<file path="config.mk">
export PLATFORM = sky130hd
export DESIGN_NAME = pl_sysref_gen
export DESIGN_NICKNAME = d
export VERILOG_FILES = /design/src/rtl/pl_sysref_pkg.sv /design/src/rtl/pl_sysref_edge_det.sv /design/src/rtl/pl_sysref_gen.sv
export SDC_FILE = /design/constraint.sdc
export NUM_CORES = 1
export LEC_CHECK = 0
export ABC_CLOCK_PERIOD_IN_PS = 5900
export CORE_ASPECT_RATIO = 0.7
export CORE_MARGIN = 4
export CORE_UTILIZATION = 57
export DETAILED_ROUTE_END_ITERATION = 12
export PLACE_DENSITY = 0.79
export SYNTH_ARGS = -nofsm -noshare
export SYNTH_HDL_FRONTEND = slang
export SYNTH_SLANG_ARGS = --single-unit
</file>
<file path="constraint.sdc">
create_clock -name pl_clk -period 5.9 [get_ports pl_clk]
set_input_delay 1.18 -clock pl_clk [delete_from_list [all_inputs] [get_ports pl_clk]]
set_output_delay 1.18 -clock pl_clk [all_outputs]
set_load 0.02 [all_outputs]
</file>
<file path="src/rtl/pl_sysref_pkg.sv">
// pl_sysref_pkg: shared state enum, constants and period/high-time clamp helpers for pl_sysref_gen
package pl_sysref_pkg;
  typedef enum logic [1:0] {IDLE, ARM, HIGH, LOW} sysref_gen_state_e;
  localparam logic [31:0] PERIOD_MIN = 32'd2;
  localparam int COUNT_CONTINUOUS = 0;
  function automatic logic [31:0] clamp_period(input logic [31:0] p);
    return (p < PERIOD_MIN) ? PERIOD_MIN : p;
  endfunction
  function automatic logic [31:0] clamp_high(input logic [31:0] h, input logic [31:0] p);
    return (h == 32'd0) ? 32'd1 : (h >= p) ? p - 32'd1 : h;
  endfunction
endpackage

</file>
<file path="src/rtl/pl_sysref_edge_det.sv">
// pl_sysref_edge_det: 2-flop synchroniser plus rising-edge detect; ports pl_clk, pl_rst, din, rise
module pl_sysref_edge_det (
  input  logic pl_clk,
  input  logic pl_rst,
  input  logic din,
  output logic rise
);
  logic s1, s2, s2_d;
  always_ff @(posedge pl_clk) begin
    if (pl_rst) begin
      s1 <= 1'b0;
      s2 <= 1'b0;
      s2_d <= 1'b0;
    end else begin
      s1 <= din;
      s2 <= s1;
      s2_d <= s2;
    end
  end
  assign rise = s2 & ~s2_d;
endmodule

</file>
<file path="src/rtl/pl_sysref_gen.sv">
// pl_sysref_gen: SYSREF burst/continuous pulse generator; in pl_clk pl_rst cfg_period cfg_high cfg_count start stop sysref_ref(SYSREF_ALIGN_EN), out sysref_out busy done pulse_cnt
module pl_sysref_gen
  import pl_sysref_pkg::*;
#(
  parameter int PERIOD_W = 16,
  parameter int CNT_W = 8
) (
  input  logic                pl_clk,
  input  logic                pl_rst,
  input  logic [PERIOD_W-1:0] cfg_period,
  input  logic [PERIOD_W-1:0] cfg_high,
  input  logic [CNT_W-1:0]    cfg_count,
  input  logic                start,
  input  logic                stop,
`ifdef SYSREF_ALIGN_EN
  input  logic                sysref_ref,
`endif
  output logic                sysref_out,
  output logic                busy,
  output logic                done,
  output logic [CNT_W-1:0]    pulse_cnt
);
  sysref_gen_state_e state;
  logic [PERIOD_W-1:0] p_c, h_c, p_last, h_last, ph;
  logic [CNT_W-1:0] n_r;
  logic stop_pend, last_pulse;
`ifdef SYSREF_ALIGN_EN
  logic ref_rise;
  pl_sysref_edge_det u_edge (
    .pl_clk(pl_clk),
    .pl_rst(pl_rst),
    .din(sysref_ref),
    .rise(ref_rise)
  );
`endif
  always_comb begin
    p_c = PERIOD_W'(clamp_period(32'(cfg_period)));
    h_c = PERIOD_W'(clamp_high(32'(cfg_high), 32'(p_c)));
    last_pulse = stop_pend || (n_r != CNT_W'(COUNT_CONTINUOUS) && pulse_cnt == n_r);
  end
  always_ff @(posedge pl_clk) begin
    if (pl_rst) begin
      state <= IDLE;
      sysref_out <= 1'b0;
      busy <= 1'b0;
      done <= 1'b0;
      pulse_cnt <= '0;
      stop_pend <= 1'b0;
      ph <= '0;
      p_last <= '0;
      h_last <= '0;
      n_r <= '0;
    end else begin
      done <= 1'b0;
      if (stop && busy) stop_pend <= 1'b1;
      case (state)
        IDLE: if (start && !stop) begin
          p_last <= p_c - PERIOD_W'(1);
          h_last <= h_c - PERIOD_W'(1);
          n_r <= cfg_count;
          busy <= 1'b1;
          ph <= '0;
          stop_pend <= 1'b0;
`ifdef SYSREF_ALIGN_EN
          state <= ARM;
          pulse_cnt <= '0;
`else
          state <= HIGH;
          sysref_out <= 1'b1;
          pulse_cnt <= CNT_W'(1);
`endif
        end
`ifdef SYSREF_ALIGN_EN
        ARM: if (stop) begin
          state <= IDLE;
          busy <= 1'b0;
          done <= 1'b1;
          stop_pend <= 1'b0;
        end else if (ref_rise) begin
          state <= HIGH;
          sysref_out <= 1'b1;
          pulse_cnt <= CNT_W'(1);
          ph <= '0;
        end
`endif
        HIGH: begin
          ph <= ph + PERIOD_W'(1);
          if (ph == h_last) begin
            state <= LOW;
            sysref_out <= 1'b0;
          end
        end
        LOW: if (ph != p_last) ph <= ph + PERIOD_W'(1);
        else begin
          ph <= '0;
          if (last_pulse) begin
            state <= IDLE;
            busy <= 1'b0;
            done <= 1'b1;
            stop_pend <= 1'b0;
          end else begin
            state <= HIGH;
            sysref_out <= 1'b1;
            pulse_cnt <= pulse_cnt + CNT_W'(1);
          end
        end
        default: state <= IDLE;
      endcase
    end
  end
endmodule

</file>
==> impl_metrics.csv <==
group,metric,value,unit
sta,skew,0.00436,ns
clock_network,cts_buffer_depth,2,
worst_setup_path,cp-end-kind,"flip-flop",
clock_network,ctsResizeCount,0,
power_and_ir_drop,p_per_area,300,nW/um^2
sta,fin_tns_setup,0,ns
run,maxCapViolations,0,
worst_setup_path,cp-start-kind,"primary input",
die,fp.dieW,116,microns
synthesis,yosys_register_bits,70,
synthesis,synth_edf_count,0,
clock_network,cts_hold_buf,0,
power_and_ir_drop,cellLeakagePower,0.00221,uW
finish,drive_gt1_frac,0.0729,
synthesis,yosysTopAreaCell,"dfxtp_1",
global_routing,antenna_found_initial,0,
placed_design,gp_congestion,0.935,
worst_setup_path,worstSetupPathType,"primary input to flip-flop",
sta,fin_crit,5.13,ns
die,rows,27,
route,final_antenna_net_count,0,
clock_network,cts-root-buf,"clkbuf_16",
global_routing,grt_pass1_wl,20.8,mm
clock_network,cts_sinks,70,
power_and_ir_drop,seqPwrFrac,0.358,
global_routing,grt_usage,0.269,
route,dr.first_iter.drc_count,384,
clock_network,clock_latency,0.34,ns
outcome,status,"finished, final reports clean",
power_and_ir_drop,p_comb_frac,0.333,
global_routing,grt_max_degree,31,
power_and_ir_drop,max-vdd-ir-drop,0.000310,V
synthesis,async_flop_share,0,
route,wl_per_cell,17.5,microns
sta,tightest_slew,1.14,ns
die,coreArea,7910,sq um
synthesis,synthDistinctLibCells,61,
worst_setup_path,crit_fanout,18,
die,num_io_pins,55,
worst_setup_path,crit_arrival,5.34,ns
route,avgViaCountPerCell,6.00,
clock_network,cts_buffers,9,
synthesis,synth_top_flop_cell,"dfxtp_1",
synthesis,synth_area,4670,sq um
synthesis,synth-warning-count,0,
route,via_count,4391,
placed_design,dp_hpwl,9.80,mm
power_and_ir_drop,p_clk_frac,0.309,
finish,area_growth_syn_to_layout,19.0,%
worst_hold_path,min_from,"h_last[11]",
clock_network,htree_levels,3,
sta,setup_violations,0,
worst_hold_path,min_path_type,"flip-flop to flip-flop",
clock_network,postCtsSetupBuffers,0,
synthesis,seq_area_frac_synth,0.300,
sta,drv_slew,0,
global_routing,overflow,0,
worst_setup_path,cp-startpoint,"cfg_period[6]",
finish,post-route-util,0.702,
sta,period_share,0.869,
synthesis,synth.area.top_cells,"dfxtp_1 30%, xor2_1 11%, ha_1 6.4%, nor2_1 6.3%, nand2_1 4.5%",
power_and_ir_drop,p_int,1070,uW
worst_hold_path,whs_path_depth,2,
die,die-area,9720,sq um
synthesis,syn_nets,650,
finish,n_fill_cell,630,
route,drc,0,
global_routing,grt_pass1_vias,4204,
synthesis,synthCells,582,
sta,rsz0062_at_grt,"no",
worst_setup_path,r2r-start,"ph[14]",
sta,slew_headroom,0.238,
finish,nNetsFinal,694,
worst_setup_path,required,6.11,ns
worst_setup_path,worst-r2r-cell-count,7,
sta,hold_viol_final,0,
die,initial_core_util,0.590,
die,dieHeight,83.7,microns
clock_network,path_clk_slew,0.05,ns
synthesis,yosysTopAreaCellShare,0.300,
finish,n_antenna_cell,0,
placed_design,port_buffers,54,
route,routed_wl,12.8,mm
synthesis,avgSynthCellArea,8.02,sq um
power_and_ir_drop,swShare,0.356,
sta,timing.fmax,195,MHz
power_and_ir_drop,p_switching,593,uW
clock_network,cts_tree,"built",
route,dr.pass1.iters,5,
[kinds of logic after synthesis]
logic type | count (synthesis) | share of synthesized area
adders and majority gates | 24 | 0.0644
xor gates and xnor gates | 79 | 0.148
buffers and inverters | 49 | 0.0418
and+or+nand+nor | 236 | 0.258
AOI/OAI and AO/OA | 117 | 0.170
muxes | 7 | 0.0177
DFF | 70 | 0.300
[critical path, stage by stage]
cell and delay (ns):
clkdlybuf4s50_1 0.48, or3_4 0.45, or3_1 0.37, o21ai_0 0.27
inv_1 0.13, ha_1 0.28, nand2b_1 0.14, a31oi_1 0.17
o221ai_1 0.14, a21o_2 0.32, nor2_1 0.12, a21oi_1 0.05
nor2_1 0.14, ha_1 0.27, o221ai_2 0.20, o22ai_4 0.31
mux2i_1 0.22, a31oi_1 0.09
[area by class of cell]
type,instances,area [sq um],share of cell area
clock buffer,13,270,0.0487
clock inverter,3,17.5,0.00315
inverter,24,90.1,0.0162
multi-input combinational,463,3080,0.554
sequential,70,1400,0.252
tap,101,126,0.0228
timing repair buffer,58,571,0.103
[power groups by stage]
stage / combinational (uW) / sequential (uW) / clock (uW)
2_1_floorplan: 381 / 596 / 0
3_3_place_gp: 525 / 601 / 0
3_5_place_dp: 538 / 603 / 0
4_1_cts: 546 / 595 / 522
5_1_grt: 612 / 603 / 548
6_report: 554 / 596 / 514
[synth_stat cells, drive strengths merged, types with 3 or more instances]
library cell and n:
inv 24, nor2b 4, mux2i 6, nand2b 6, a311oi 3, nor2 80
o21ai 22, nand3 7, o2111ai 3, o211ai 3, a31oi 3, xor2 56
a21oi 36, nand2 56, nand3b 4, a41oi 4, nor4 13, nand4 13
xnor2 23, o221ai 4, buf 5, ha 24, dfxtp 70, a211o 3
nor3 23, a211oi 24, clkbuf 20, or3 9, and3 6
[worst paths after layout]
| kind | to | slack, ns |
|---|---|---|
| worst max-delay path | h_last[12] | 0.77 |
| worst min-delay path | h_last[11] | 0.47 |
| worst max register to register | ph[11] | 3.18 |
| worst min register to register | h_last[11] | 0.47 |
[cells in the final DEF, fill, tap and decap left out, drive strengths merged, types with 3 or more instances in the layout]
cell type,n
nand4,13
ha,24
buf,4
inv,24
o211ai,3
o221ai,4
dfxtp,70
clkbuf,13
a211oi,24
nand3,7
o2111ai,3
xnor2,23
a311oi,3
a31oi,3
nand3b,4
nand2b,6
o21ai,22
and3,6
mux2i,6
nand2,56
a21oi,36
a41oi,4
nor2b,4
or3,9
a211o,3
clkdlybuf4s50,54
nor4,13
xor2,56
nor3,23
nor2,80
[state kept, by name (all words and copies together) (netlist names)]
name        count
busy            1
done            1
h_last         16
n_r             8
p_last         16
ph             16
pulse_cnt       8
state           2
stop_pend       1
sysref_out      1
[metal layers]
| layer | global-route usage | wire length (microns) |
|---|---|---|
| met2 | 0.369 | 5260 |
| met3 | 0.0978 | 1100 |
| met4 | 0.0706 | 203 |
| met1 | 0.393 | 6220 |
| met5 | 0 | 0 |
[per-stage QoR]
stage	cells	area, sq um	total power (uW)	setup WS [ns]	hold WS [ns]
after global placement	716	5270	1130	0.696	0.454
after detailed placement	716	5270	1140	0.499	0.461
after floorplan	582	4670	977	1.11	0.443
final	732	5550	1660	0.771	0.468
after CTS	732	5550	1660	0.855	0.468
after global routing	732	5550	1760	0.548	0.497
Note: power is estimated with default switching activity, not from simulation.
